===== config.mk =====
export PLATFORM = sky130hd
export DESIGN_NAME = wolfram_lut_cell_flat
export DESIGN_NICKNAME = d
export VERILOG_FILES = /design/src/rtl/wolfram_lut_pkg.sv /design/src/rtl/wolfram_lut_cell_if.sv /design/src/rtl/wolfram_lut_cfg_shifter.sv /design/src/rtl/wolfram_lut_cell.sv /design/src/flat_wrapper.sv
export SDC_FILE = /design/constraint.sdc
export NUM_CORES = 1
export LEC_CHECK = 0
export CAP_MARGIN = 0
export CELL_PAD_IN_SITES_DETAIL_PLACEMENT = 1
export CELL_PAD_IN_SITES_GLOBAL_PLACEMENT = 1
export CORE_UTILIZATION = 40
export DETAILED_ROUTE_END_ITERATION = 10
export GPL_TIMING_DRIVEN = 1
export PLACE_DENSITY_LB_ADDON = 0.05
export REMOVE_ABC_BUFFERS = 1
export SLEW_MARGIN = 10
export SYNTH_ARGS = -nofsm -noshare
export SYNTH_HDL_FRONTEND = slang
export SYNTH_SLANG_ARGS = --single-unit

===== constraint.sdc =====
create_clock -name clk -period 2.33 [get_ports clk]
set_clock_uncertainty 0.2 [all_clocks]
set_input_delay 0.3495 -clock clk [delete_from_list [all_inputs] [get_ports clk]]
set_output_delay 0.3495 -clock clk [all_outputs]
set_load 0.02 [all_outputs]

===== src/rtl/wolfram_lut_pkg.sv =====
// Shared types and constants for the wolfram LUT cell.
// Optional feature macro: LUT_CFG_PARITY_EN.
package wolfram_lut_pkg;

  typedef enum logic [1:0] {
    CFG_IDLE,
    CFG_SHIFT,
    CFG_COMMIT
  } cfg_state_e;

  localparam logic [7:0] DEFAULT_TT = 8'hB6;

  function automatic int cnt_width(input int tt_w);
    return $clog2(tt_w) + 1;
  endfunction

endpackage


===== src/rtl/wolfram_lut_cell_if.sv =====
// Config and evaluation handshakes of the LUT cell.
// LUT_CFG_PARITY_EN adds the cfg_err strobe.
interface wolfram_lut_cell_if #(
  parameter int N_IN = 3
) ();

  logic            cfg_valid;
  logic            cfg_bit;
  logic            cfg_ready;
  logic            cfg_done;
  logic            in_valid;
  logic [N_IN-1:0] in_data;
  logic            in_ready;
  logic            out_valid;
  logic            out_data;
  logic            out_ready;
`ifdef LUT_CFG_PARITY_EN
  logic            cfg_err;
`endif

  modport master (
    output cfg_valid,
    output cfg_bit,
    input  cfg_ready,
    input  cfg_done,
    output in_valid,
    output in_data,
    input  in_ready,
    input  out_valid,
    input  out_data,
    output out_ready
`ifdef LUT_CFG_PARITY_EN
    ,
    input  cfg_err
`endif
  );

  modport slave (
    input  cfg_valid,
    input  cfg_bit,
    output cfg_ready,
    output cfg_done,
    input  in_valid,
    input  in_data,
    output in_ready,
    output out_valid,
    output out_data,
    input  out_ready
`ifdef LUT_CFG_PARITY_EN
    ,
    output cfg_err
`endif
  );

endinterface


===== src/rtl/wolfram_lut_cfg_shifter.sv =====
// Serial table loader: shadow register, bit counter and config FSM.
// LUT_CFG_PARITY_EN adds a trailing even-parity bit per load.
module wolfram_lut_cfg_shifter
  import wolfram_lut_pkg::*;
#(
  parameter int TT_W = 8
) (
  input  logic            clk,
  input  logic            rst_n,
  input  logic            cfg_valid_i,
  input  logic            cfg_bit_i,
  output logic            cfg_ready_o,
  output logic [TT_W-1:0] shadow_o,
  output logic            commit_o
`ifdef LUT_CFG_PARITY_EN
  ,
  output logic            reject_o
`endif
);

`ifdef LUT_CFG_PARITY_EN
  localparam int LOAD_BITS = TT_W + 1;
`else
  localparam int LOAD_BITS = TT_W;
`endif
  localparam int CW = cnt_width(TT_W);
  localparam logic [CW-1:0] LAST = CW'(LOAD_BITS - 1);

  cfg_state_e      state_q, state_d;
  logic [CW-1:0]   cnt_q, cnt_d;
  logic [TT_W-1:0] shadow_q, shadow_d;
  logic            fire;
  logic            shift_en;
  logic            in_commit;

`ifdef LUT_CFG_PARITY_EN
  localparam logic [CW-1:0] TBITS = CW'(TT_W);
  logic par_q, par_d;
  logic par_ok;
`endif

  assign in_commit   = (state_q == CFG_COMMIT);
  assign cfg_ready_o = !in_commit;
  assign fire        = cfg_valid_i & cfg_ready_o;
  assign shadow_o    = shadow_q;

`ifdef LUT_CFG_PARITY_EN
  // The parity bit is counted but never shifted into the table.
  assign shift_en = fire && (cnt_q < TBITS);
  assign par_ok   = ((^shadow_q) == par_q);
  assign commit_o = in_commit & par_ok;
  assign reject_o = in_commit & !par_ok;
`else
  assign shift_en = fire;
  assign commit_o = in_commit;
`endif

  always_comb begin
    state_d  = state_q;
    cnt_d    = cnt_q;
    shadow_d = shadow_q;
`ifdef LUT_CFG_PARITY_EN
    par_d    = par_q;
    if (fire && (cnt_q == TBITS))
      par_d = cfg_bit_i;
`endif
    if (shift_en)
      shadow_d = {cfg_bit_i, shadow_q[TT_W-1:1]};
    unique case (state_q)
      CFG_IDLE: begin
        if (fire) begin
          state_d = CFG_SHIFT;
          cnt_d   = CW'(1);
        end
      end
      CFG_SHIFT: begin
        if (fire) begin
          cnt_d = cnt_q + CW'(1);
          if (cnt_q == LAST)
            state_d = CFG_COMMIT;
        end
      end
      CFG_COMMIT: begin
        state_d  = CFG_IDLE;
        cnt_d    = '0;
        shadow_d = '0;
      end
      default: begin
        state_d = CFG_IDLE;
        cnt_d   = '0;
      end
    endcase
  end

  always_ff @(posedge clk or negedge rst_n) begin
    if (!rst_n) begin
      state_q  <= CFG_IDLE;
      cnt_q    <= '0;
      shadow_q <= '0;
`ifdef LUT_CFG_PARITY_EN
      par_q    <= 1'b0;
`endif
    end else begin
      state_q  <= state_d;
      cnt_q    <= cnt_d;
      shadow_q <= shadow_d;
`ifdef LUT_CFG_PARITY_EN
      par_q    <= par_d;
`endif
    end
  end

endmodule


===== src/rtl/wolfram_lut_cell.sv =====
// Reprogrammable N-input truth-table cell with registered output.
// LUT_CFG_PARITY_EN enables parity-checked loads and cfg_err.
module wolfram_lut_cell
  import wolfram_lut_pkg::*;
#(
  parameter int              N_IN     = 3,
  parameter int              TT_W     = 2 ** N_IN,
  parameter logic [TT_W-1:0] RESET_TT = TT_W'(DEFAULT_TT)
) (
  input logic               clk,
  input logic               rst_n,
  wolfram_lut_cell_if.slave lut
);

  logic [TT_W-1:0] shadow;
  logic            commit;
  logic [TT_W-1:0] active_q, active_d;
  logic            out_valid_q, out_valid_d;
  logic            out_data_q, out_data_d;
  logic            cfg_done_q;
  logic            in_fire;

`ifdef LUT_CFG_PARITY_EN
  logic reject;
  logic cfg_err_q;
`endif

  wolfram_lut_cfg_shifter #(
    .TT_W (TT_W)
  ) u_cfg (
    .clk         (clk),
    .rst_n       (rst_n),
    .cfg_valid_i (lut.cfg_valid),
    .cfg_bit_i   (lut.cfg_bit),
    .cfg_ready_o (lut.cfg_ready),
    .shadow_o    (shadow),
    .commit_o    (commit)
`ifdef LUT_CFG_PARITY_EN
    ,
    .reject_o    (reject)
`endif
  );

  assign lut.in_ready  = !out_valid_q | lut.out_ready;
  assign in_fire       = lut.in_valid & lut.in_ready;
  assign lut.out_valid = out_valid_q;
  assign lut.out_data  = out_data_q;
  assign lut.cfg_done  = cfg_done_q;
`ifdef LUT_CFG_PARITY_EN
  assign lut.cfg_err   = cfg_err_q;
`endif

  // Lookups read active_q, so a vector in the commit cycle sees the old table.
  always_comb begin
    active_d    = active_q;
    out_valid_d = out_valid_q;
    out_data_d  = out_data_q;
    if (commit)
      active_d = shadow;
    if (in_fire) begin
      out_valid_d = 1'b1;
      out_data_d  = active_q[lut.in_data];
    end else if (lut.out_ready) begin
      out_valid_d = 1'b0;
    end
  end

  always_ff @(posedge clk or negedge rst_n) begin
    if (!rst_n) begin
      active_q    <= RESET_TT;
      out_valid_q <= 1'b0;
      out_data_q  <= 1'b0;
      cfg_done_q  <= 1'b0;
`ifdef LUT_CFG_PARITY_EN
      cfg_err_q   <= 1'b0;
`endif
    end else begin
      active_q    <= active_d;
      out_valid_q <= out_valid_d;
      out_data_q  <= out_data_d;
      cfg_done_q  <= commit;
`ifdef LUT_CFG_PARITY_EN
      cfg_err_q   <= reject;
`endif
    end
  end

endmodule


===== src/flat_wrapper.sv =====
// flat-port wrapper written by rule: the top's interface ports become plain ports
module wolfram_lut_cell_flat import wolfram_lut_pkg::*;
#(
  parameter int              N_IN     = 3,
  parameter int              TT_W     = 2 ** N_IN,
  parameter logic [TT_W-1:0] RESET_TT = TT_W'(DEFAULT_TT)
)
  (clk, rst_n, lut_cfg_valid, lut_cfg_bit, lut_cfg_ready, lut_cfg_done, lut_in_valid, lut_in_data, lut_in_ready, lut_out_valid, lut_out_data, lut_out_ready);
  wolfram_lut_cell_if #(.N_IN(N_IN)) lut_i ();
  input logic clk;
  input logic rst_n;
  input wire logic [$bits(lut_i.cfg_valid)-1:0] lut_cfg_valid;
  input wire logic [$bits(lut_i.cfg_bit)-1:0] lut_cfg_bit;
  output wire logic [$bits(lut_i.cfg_ready)-1:0] lut_cfg_ready;
  output wire logic [$bits(lut_i.cfg_done)-1:0] lut_cfg_done;
  input wire logic [$bits(lut_i.in_valid)-1:0] lut_in_valid;
  input wire logic [$bits(lut_i.in_data)-1:0] lut_in_data;
  output wire logic [$bits(lut_i.in_ready)-1:0] lut_in_ready;
  output wire logic [$bits(lut_i.out_valid)-1:0] lut_out_valid;
  output wire logic [$bits(lut_i.out_data)-1:0] lut_out_data;
  input wire logic [$bits(lut_i.out_ready)-1:0] lut_out_ready;
  assign lut_i.cfg_valid = lut_cfg_valid;
  assign lut_i.cfg_bit = lut_cfg_bit;
  assign lut_cfg_ready = lut_i.cfg_ready;
  assign lut_cfg_done = lut_i.cfg_done;
  assign lut_i.in_valid = lut_in_valid;
  assign lut_i.in_data = lut_in_data;
  assign lut_in_ready = lut_i.in_ready;
  assign lut_out_valid = lut_i.out_valid;
  assign lut_out_data = lut_i.out_data;
  assign lut_i.out_ready = lut_out_ready;
  wolfram_lut_cell #(.N_IN(N_IN), .TT_W(TT_W), .RESET_TT(RESET_TT)) u_core (.clk(clk), .rst_n(rst_n), .lut(lut_i));
endmodule

# [Word level (Yosys, flattened, before mapping)]
# Index checks and enable logic that the tools add are counted.
[classes] magnitude_cmp=1 reduce_logical=7 add_sub_neg=1 n_bitwise=3 muxes=13 n_eq_ne=6
[ops] op="$mux W8" count=2
[ops] op="$mux W4" count=2
[ops] op="$pmux W4 S2" count=1
[ops] op="$mux W2" count=3
[ops] op="$ne A2 B2 Y1 const B" count=3
[ops] op="$add A4 B1 Y4 const B" count=1
[ops] op="$eq A4 B3 Y1 const B" count=1
[ops] op="$lt A3 B4 Y1 const B" count=1
[ops] op="$pmux W2 S2" count=1
[ops] op="$reduce_bool A2 Y1" count=2
[ops] op="$bmux W1 S3" count=1
[ops] op="$mux W1" count=3
[ops] op="$reduce_and A3 Y1" count=1
[ops] op="$and A1 B1 Y1" count=2
[ops] op="$eq A2 B1 Y1 const B" count=1
[ops] op="$eq A2 B2 Y1 const B" count=1
[ops] op="$logic_not A1 Y1" count=2
[ops] op="$logic_not A2 Y1" count=1
[ops] op="$reduce_and A2 Y1" count=1
[ops] op="$or A1 B1 Y1" count=1
[word_totals] elab_cells=38 in_bits=9 ff_bits=25

# [Logic depth before layout (Yosys ltp)]
[depth] ltp_word=5 ltp_mapped=5 mapped_depth_nobuf=5

# [Hierarchy]
# From an unflattened synthesis, not the netlist that was laid out.
[unflattened] hier_cells=89 area_unflattened_um2=1106.1
[by_module_without_submodules] mod="wolfram_lut_cfg_shifter" cells_per_inst=58 instances=1 seq_area_each_um2=350.3 area_each_um2=626.9
[by_module_without_submodules] mod="wolfram_lut_cell" cells_per_inst=31 instances=1 seq_area_each_um2=281.5 area_each_um2=479.2

# [Worst setup path before layout]
# No wires, ideal clock.
[synth_path] path_kind="register to output" startpoint="reg u_core.u_cfg.state_q[1]" endpoint="out lut_cfg_ready" path_stages_with_launch=5 required_ns=1.781 setup_slack_ns=0.753 n_path_buf=2 t_arrival_ns=1.027 path_cell_list="dfrtp_1 > nor2b_1 > buf_2 > buf_2 > inv_1"
[synth_between] elab_chain_cells=2
[synth_lines] element="start: declaration" line_no="wolfram_lut_cfg_shifter.sv:29" source="cfg_state_e state_q, state_d;"
[synth_lines] element="start signal: assignment" line_no="wolfram_lut_cfg_shifter.sv:104" source="state_q <= state_d;"
[synth_lines] element="$eq A2 B2 Y1" line_no="wolfram_lut_cfg_shifter.sv:42" source="assign in_commit = (state_q == CFG_COMMIT);"
[synth_lines] element="via u_core.commit" line_no="wolfram_lut_cell.sv:16" source="logic commit;"
[synth_lines] element="$logic_not A1 Y1" line_no="wolfram_lut_cfg_shifter.sv:43" source="assign cfg_ready_o = !in_commit;"
[synth_lines] element="end: declaration" line_no="flat_wrapper.sv:14" source="output wire logic [$bits(lut_i.cfg_ready)-1:0] lut_cfg_ready;"
# The timed path passes the listed nets, and every way through them passes these cells.

# [Worst setup path in the final report]
[layout_path] startpoint="reg u_core.u_cfg.state_q[1]" endpoint="out lut_cfg_ready"
[layout_between] elab_chain_cells=2
[layout_lines] element="$eq A2 B2 Y1" line_no="wolfram_lut_cfg_shifter.sv:42"
[layout_lines] element="$logic_not A1 Y1" line_no="wolfram_lut_cfg_shifter.sv:43"
# No other way between the ends.

==> impl_metrics.yaml <==
setup_path:
  start_kind: "flip-flop"
  worstReg2RegEnd: "u_core.active_q[0]"
  critical_path_class: "flip-flop to output port"
  cp.arrival_ns: 1.62
  r2r_start: "u_core.u_cfg.state_q[1]"
  critPathMaxFanout: 7
  cp-end-kind: "output port"
  worst-r2r-cell-count: 3
  crit_required_ns: 1.78
  crit_end: "lut_cfg_ready"
  critPathSlowestCell: "clkdlybuf4s50_1"
  max_stage_delay_ns: 0.59
  path_buf_inv: 2
  path_cells: "nor2b_1 -> inv_1 -> clkdlybuf4s50_1"
  cpLargestDelayFamily: "buffers and inverters"
  crit_start: "u_core.u_cfg.state_q[1]"
  r2r_slack_ns: 0.73
  cp_num_cells: 3
clock_network:
  hold_buffers: 0
  path_clk_slew_ns: 0.13
  cts_tree: "done"
  cts-resized-gates: 0
  h-tree-depth: 1
  cts_root_buf: "clkbuf_4"
  clk_latency_ns: 0.32
  cts_made_buffers: 3
  max-clock-path-buffers: 2
  post_cts.repair.setup_buffers: 0
  cts.sinks: 25
detailed_routing:
  drt_iter0_drc: 11
  first_pass_iters: 2
  wl_per_cell_um: 14.05
  vias_per_cell: 5.135
  route.detailed.drc: 0
  vias: 683
  drtAntennaViolNets: 0
  wirelength_mm: 1.868
final_layout:
  syn2layout_area_growth_pct: 16.95
  drive_gt1_frac: 0.2039
  layout_commonest_cell: "dfrtp_1"
  n_antenna_cell: 0
  fillCellCount: 283
  layout_common_cells: "dfrtp_1, mux2i_1, clkdlybuf4s50_1"
  multi_input_area_um2: 432.9
  seq_area_um2: 631.9
  layout.nets: 114
floorplan:
  fp.dieH_um: 54.44
  rows: 18
  design.die.area_um2: 2963
  initial_core_util: 0.4322
  die_w_um: 54.44
  io_pins: 14
  core-area_um2: 2545
global_route:
  grt_pass1_wl_mm: 3.105
  grt.overflow.total: 0
  grt_max_degree: 26
  antenna_found_initial: 0
  globalRouteTotalUtil: 0.1537
  grt_pass1_vias: 647
pwr:
  p_per_area_nw_per_um2: 901.7
  ir_drop_mv: 0.4760
  p_leak_nw: 0.5838
yosys:
  yosysSeqAreaShare: 0.5745
  synth_warnings: 0
  syn_area_um2: 1100
  synth_cell_types: 21
  postSynthCellCount: 88
  ys_seq_elements: 25
  syn_avg_cell_area_um2: 12.50
timing:
  fin_crit_ns: 2.166
  report.final.slew_viol_count: 0
  fin_ws_ns: 0.1640
  max_slew_margin: 0.7945
  worstMarginPinSlew_ns: 0.3083
  hold_viol: 0
  clock.fmax_mhz: 461.7
  finalSetupTns_ns: 0
  rsz0062_at_grt: "false"
  setup_viol: 0
  finalCritPeriodShare: 0.9296
placed_design:
  dp_hpwl_mm: 1.333
  gp_congestion: 0.7034
  portBuffers: 13
  dp_slack_ns: 0.2254
min_path:
  hp-class: "input port to asynchronous set/reset pin"
job:
  cap_violations: 0
status:
  status: "completed"
## state kept, by name, indices dropped and copies added, names as in the netlist
signal,cells
u_core.lut.out_valid,1
u_core.lut.out_data,1
u_core.u_cfg.state_q,2
u_core.lut.cfg_done,1
u_core.active_q,8
u_core.u_cfg.cnt_q,4
u_core.u_cfg.shadow_o,8
## cell families (layout without fill, tap and decap cells)
| family | count (synthesis) | in the layout | synth area share |
|---|---|---|---|
| AOI/OAI and AO/OA | 6 | 6 | 0.02957 |
| DFF | 25 | 25 | 0.5745 |
| and+or+nand+nor | 27 | 27 | 0.1217 |
| muxes | 23 | 23 | 0.2309 |
| adders and majority gates | 1 | 1 | 0.01137 |
| buffers and inverters | 6 | 21 | 0.03185 |
## cell type report
class	count	area share
flip-flops and latches	25	0.4912
clock buffers	3	0.01751
repair buffers	16	0.1187
multi-input cells	57	0.3366
well taps	30	0.02918
inverters	1	0.002918
clock inverters	1	0.003891
## synthesized netlist by cell type (all sizes together)
library cell,number,share of area
ha,1,0.011
mux4,1,0.020
nor2,12,0.041
dfstp,5,0.12
a21oi,3,0.014
nand2,3,0.010
mux2i,13,0.12
and4b,1,0.0091
buf,5,0.028
nor2b,4,0.023
and3b,1,0.0080
nand3,3,0.014
mux2,9,0.092
a211oi,1,0.0068
nand2b,3,0.017
o21ai,2,0.0091
inv,1,0.0034
dfrtp,20,0.46
## worst min-delay path by stage
stage                                    from  cells past startpoint                       end
final                                   rst_n                      2  u_core.u_cfg.shadow_o[2]
after global routing                    rst_n                      2  u_core.u_cfg.shadow_o[2]
after CTS                               rst_n                      2     u_core.u_cfg.cnt_q[1]
after detailed placement  u_core.lut.out_data                      2       u_core.lut.out_data
after global placement    u_core.lut.out_data                      2       u_core.lut.out_data
after floorplan                         rst_n                      0        u_core.active_q[0]
## through the flow
step | hold slack [ns] | cells | cell area (µm²) | utilization | power (W)
CTS | 0.1789 | 133 | 1286 | 0.5054 | 0.001182
finish | 0.1801 | 133 | 1286 | 0.5054 | 0.001160
detailed placement | 0.2825 | 129 | 1259 | 0.4946 | 0.0009852
floorplan | -0.1461 | 83 | 1069 | - | 0.0008714
global placement | 0.2680 | 129 | 1259 | 0.4946 | 0.0009604
global route | 0.1980 | 133 | 1286 | 0.5054 | 0.001263
## metal layers
| layer | GRT usage | wire length [µm] | up-vias |
|---|---|---|---|
| li1 | - | - | 331 |
| met5 | 0 | 0 | - |
| met2 | 0.2215 | 869 | 13 |
| met4 | 0.06410 | 27 | 0 |
| met1 | 0.2049 | 885 | 335 |
| met3 | 0.05833 | 87 | 4 |
## where the power goes
part	switching (W)	internal, W
logic	0.000124	0.000164
clock network	0.000124	0.0000643
registers	0.000102	0.000581
Note: power is estimated with default switching activity, not from simulation.
